`src/rtl/uart_tx_serializer.sv`:
```
// uart_tx_serializer: pops bytes from the TX FIFO and shifts them out LSB-first as
// start / 8 data / optional parity / stop frames, each bit lasting a latched baud period.
module uart_tx_serializer #(
  parameter int DIV_WIDTH = 16
) (
  input  logic                 clk,
  input  logic                 n_rst,
  input  logic                 fifo_empty,
  input  logic [7:0]           fifo_rdata,
  output logic                 fifo_renable,
  input  logic [DIV_WIDTH-1:0] baud_div,
  input  logic                 parity_en,
  input  logic                 parity_odd,
  output logic                 tx_out,
  output logic                 tx_busy
);
  typedef enum logic [2:0] {IDLE, START, DATA, PARITY, STOP} state_t;
  state_t               state, state_n;
  logic [7:0]           shift, shift_n;
  logic [DIV_WIDTH-1:0] period, period_n, cnt, cnt_n;
  logic [2:0]           idx, idx_n;
  logic                 par_en, par_en_n, par_bit, par_bit_n, tx_n, last, pop;
  assign last = cnt == period - DIV_WIDTH'(1);
  assign pop = !fifo_empty && (state == IDLE || (state == STOP && last));
  assign fifo_renable = pop;
  assign tx_busy = state != IDLE || pop;
  always_comb begin
    state_n = state;
    shift_n = shift;
    period_n = period;
    idx_n = idx;
    par_en_n = par_en;
    par_bit_n = par_bit;
    cnt_n = (last || state == IDLE) ? '0 : cnt + DIV_WIDTH'(1);
    if (pop) begin
      state_n = START;
      shift_n = fifo_rdata;
      period_n = baud_div == '0 ? DIV_WIDTH'(1) : baud_div;
      par_en_n = parity_en;
      par_bit_n = ^fifo_rdata ^ parity_odd;
      cnt_n = '0;
    end else if (last) begin
      case (state)
        START: begin
          state_n = DATA;
          idx_n = '0;
        end
        DATA: begin
          state_n = idx == 3'd7 ? (par_en ? PARITY : STOP) : DATA;
          idx_n = idx + 3'd1;
          shift_n = shift >> 1;
        end
        PARITY: state_n = STOP;
        STOP: state_n = IDLE;
        default: state_n = IDLE;
      endcase
    end
    // tx_out is registered from the next state so the line changes on the same edge as the state
    tx_n = state_n == START ? 1'b0 : state_n == DATA ? shift_n[0] : state_n == PARITY ? par_bit_n : 1'b1;
  end
  always_ff @(posedge clk or negedge n_rst) begin
    if (!n_rst) begin
      state <= IDLE;
      shift <= '0;
      period <= '0;
      cnt <= '0;
      idx <= '0;
      par_en <= 1'b0;
      par_bit <= 1'b0;
      tx_out <= 1'b1;
    end else begin
      state <= state_n;
      shift <= shift_n;
      period <= period_n;
      cnt <= cnt_n;
      idx <= idx_n;
      par_en <= par_en_n;
      par_bit <= par_bit_n;
      tx_out <= tx_n;
    end
  end
endmodule

```
`config.mk`:
```
export PLATFORM = sky130hd
export DESIGN_NAME = uart_tx_serializer
export DESIGN_NICKNAME = d
export VERILOG_FILES = /design/src/rtl/uart_tx_serializer.sv
export SDC_FILE = /design/constraint.sdc
export NUM_CORES = 1
export LEC_CHECK = 0
export BUFFER_PORTS_ARGS = -buffer_cell sky130_fd_sc_hd__buf_2
export CORE_ASPECT_RATIO = 0.6
export CORE_MARGIN = 5
export CORE_UTILIZATION = 40
export CTS_BUF_LIST = sky130_fd_sc_hd__clkbuf_8
export CTS_CLUSTER_DIAMETER = 40
export DETAILED_ROUTE_END_ITERATION = 12
export PLACE_DENSITY = 0.61
export SYNTH_ARGS = -nofsm -noshare
export SYNTH_HDL_FRONTEND = slang
export SYNTH_SLANG_ARGS = --single-unit
```
`constraint.sdc`:
```
create_clock -name clk -period 4.65 [get_ports clk]
set_input_delay 0.465 -clock clk [delete_from_list [all_inputs] [get_ports clk]]
set_output_delay 0.465 -clock clk [all_outputs]
set_load 0.01 [all_outputs]
```
==> reports/metrics.csv <==
stage,metric,value,unit
layout,# fillers,704,
worst_setup_path,WP data arrival,3780,ps
pwr,Sw Ratio,39.2,%
grt,total track usage,16.1,%
placement,placed inst area,3200,um2
logic_synthesis,XOR/XNOR Fraction of Synth Area,12.0,%
layout,fin cells,467,
logic_synthesis,"Seq/Total Area, Yosys",41.4,%
logic_synthesis,Post-Syn Area,2960,um2
clock_network,# H-tree levels,2,
worst_setup_path,critical path endpoint category,output pin,
clock_network,CTS sink cnt,49,
pwr,P_int,0.000877,W
clock_network,CTS Hold Bufs,0,
layout,# nets final,395,
placement,Placed Cells,459,
sta,setup total negative slack,0,ps
sta,highest clock rate,236,MHz
grt,first-pass GRT wire length,11.9,mm
detailed_routing,DRT iter0 DRCs,240,
job,maxcap violations,0,
sta,fin crit period,4240,ps
pwr,part of the power in combinational logic,32.3,%
logic_synthesis,Post-Synth Adder-Cell Area,1.69,%
detailed_routing,post-DR vias/cell,5.33,
detailed_routing,DRC viols,0,
sta,Worst Hold Slack,247,ps
placement,pre-CTS setup slack,782,ps
hold_path,Tightest Hold Check Type,in2async,
sta,Worst Skew,11.1,ps
grt,total gr overflow,0,
clock_network,Worst-path clk slew,90,ps
clock_network,clk root buf,clkbuf_8,
logic_synthesis,Cells after Synth,339,
logic_synthesis,"area leader, netlist",dfrtp_1,
sta,final setup vio count,0,
logic_synthesis,Post-synth top cells,"66 x nand2_1, 48 x dfrtp_1, 31 x nor2_1",
worst_setup_path,r2r worst-path depth,10,
pwr,Switch Pwr,0.000565,W
status,status,"finished, final reports clean",
floorplanning,starting density of the core,41.0,%
logic_synthesis,YS warnings,0,
clock_network,Post-CTS Setup Repair Bufs,0,
clock_network,CTS Buf Count,5,
worst_setup_path,worst-path fanout max,26,
sta,Worst Slack Setup Final,410,ps
sta,Worst-Margin Slew,1140,ps
worst_setup_path,CP Launch Type,flop,
worst_setup_path,CP Capture Point,fifo_renable,
sta,Tcrit/Tclk final,91.2,%
logic_synthesis,Post-Syn Area per Cell,8.74,um2
logic_synthesis,Post-synth EDFFs,0,
logic_synthesis,count of cell types in the netlist,50,
placement,Detailed Place HPWL,5.56,mm
clock_network,Max Root-Sink Buffers,2,
detailed_routing,WL final,7.25,mm
grt,vias in the first global route,2326,
detailed_routing,Initial DRT Pass Iterations,5,
detailed_routing,routed vias,2490,
layout,share of cells above drive strength 1,14.0,%
logic_synthesis,fraction of registers with async set/reset,100,%
worst_setup_path,Worst R2R Start,period[3],
grt,pin count of the biggest net entering global routing,50,
logic_synthesis,largest family of logic cells by synthesized area,simple AND/OR/NAND/NOR gates,
logic_synthesis,top_reg_cell synth,dfrtp_1,
worst_setup_path,reg2reg setup slack,770,ps
logic_synthesis,mux contribution to synthesized area,1.77,%
layout,area grow syn2layout,11.3,%
logic_synthesis,Synth area leaders,"dfrtp_1 41%, nand2_1 8.4%, xnor2_1 8.3%",
floorplanning,die height,76.7,um
sta,Final Hold Viols,0,
clock_network,CTS tree,done,
pwr,Clock power frac,19.4,%
worst_setup_path,Required @ worst endpoint,4180,ps
pwr,Max rail drop VDD,0.000168,V
worst_setup_path,crit path launch,period[3],
floorplanning,row count,24,
logic_synthesis,syn_nets,372,
placement,GPL Wtd Cong,0.869,
floorplanning,die area,9290,um2
floorplanning,I/O Pins,32,
logic_synthesis,synthesized flop and latch total,49,
worst_setup_path,FF-to-FF End,tx_out,
sta,Final Slew Violations,0,
pwr,Power Density,437,nW/um2
pwr,P_leak,1.45,nW
logic_synthesis,Synth Area in Simple Gates,28.5,%
detailed_routing,WL/cell,15.5,um
detailed_routing,Antenna Nets Post-Route,0,
clock_network,worst skew pair latency,320,ps
layout,diodes inserted,0,
placement,Port Buf Inserts,31,
floorplanning,Die W,121,um
floorplanning,core area,7240,um2
logic_synthesis,post-synth top area share,40.5,%
sta,Slew headroom,23.5,%
layout,design area,3300,um2
sta,RSZ-0062 raised after global routing,false,
clock_network,post_cts resized,0,
logic_synthesis,compound-gate portion of the synthesized area,10.9,%
pwr,Reg power frac,48.3,%
logic_synthesis,"count leader, synth",nand2_1,
worst_setup_path,critical path type,reg2out,
grt,initial antenna violation count,0,
## how the worst min path moves through the flow
stage	start	end	slack, ps	cells after the start
global route	n_rst	par_bit	320	2
detailed placement	shift[2]	shift[2]	460	2
finish	n_rst	cnt[2]	250	2
floorplan	n_rst	cnt[0]	170	0
CTS	n_rst	par_en	260	2
global placement	shift[2]	shift[2]	450	2
## flip-flops by register name, indices dropped and copies added, names as in the netlist
name / cells
cnt: 16
period: 16
shift: 8
idx: 3
state: 3
par_bit: 1
par_en: 1
tx_out: 1
## power groups by stage
stage	clock, W	combinational (W)	sequential [W]
floorplan	0	0.000401	0.000624
global placement	0	0.000453	0.000695
detailed placement	0	0.000460	0.000701
CTS	0.000289	0.000463	0.000693
global route	0.000309	0.000519	0.000716
finish	0.000280	0.000465	0.000697
## worst max-delay path, stage by stage, from the launching register on
cell and delay, ps:
dfrtp_1 450, or4_1 700, or4_1 520, a2111o_1 450, nor4_4 290, a41oi_1 160
or4_1 510, clkinv_4 210, buf_2 170
## per-stage QoR
step           utilization (%)  total power (W)
4_1_cts                   45.6          0.00144
3_3_place_gp              44.2          0.00115
6_report                  45.6          0.00144
3_5_place_dp              44.2          0.00116
5_1_grt                   45.6          0.00154
2_1_floorplan                -          0.00102
## cell type report
class	count	area, um2	share of cell area [%]
Sequential cell	49	1230	37.2
Inverter	10	42.5	1.29
Clock buffer	6	82.6	2.50
Clock inverter	2	17.5	0.531
Timing Repair Buffer	33	170	5.16
Multi-Input combinational cell	263	1630	49.4
Tap cell	104	130	3.94
## cell families after synthesis
kind of cell | Yosys count
flip-flops | 49
XOR/XNOR | 39
AO/OA/AOI/OAI | 42
buffers and inverters | 27
multiplexers | 5
adder cells (fa/ha/maj) | 4
AND/OR/NAND/NOR | 173
## metal layers
metal | track usage, % | vias up | part of all wire (%)
met3 | 5.44 | 9 | 9.3
met2 | 19.6 | 95 | 36
li1 | - | 1228 | -
met5 | 0 | - | 0
met1 | 26.3 | 1158 | 53
met4 | 3.91 | 0 | 0.92
## layout by cell type (no fill, tap or decap), types with 2 or more instances in the layout
master	netlist	layout
a41oi_1	2	2
buf_2	5	31
and3_1	4	4
nand2b_1	4	4
nand4_1	3	3
nor2b_1	4	4
mux2_2	2	2
nand3_1	23	23
a22oi_1	6	6
o211ai_1	3	3
a21oi_1	4	4
o21ai_0	6	6
ha_1	4	4
dfrtp_1	48	48
a31oi_1	2	2
nor2_1	31	31
clkbuf_8	0	6
nor3_1	7	7
or4_1	8	8
xnor2_1	28	28
a21o_1	2	2
o31a_1	2	2
o2bb2ai_1	4	4
nor4_1	10	10
buf_4	0	2
mux2i_1	3	3
clkinv_4	1	2
nand3b_1	3	3
or3_1	2	2
xor2_1	10	10
inv_1	9	9
and2_1	2	2
nand2_1	66	66
Note: power is estimated with default switching activity, not from simulation.
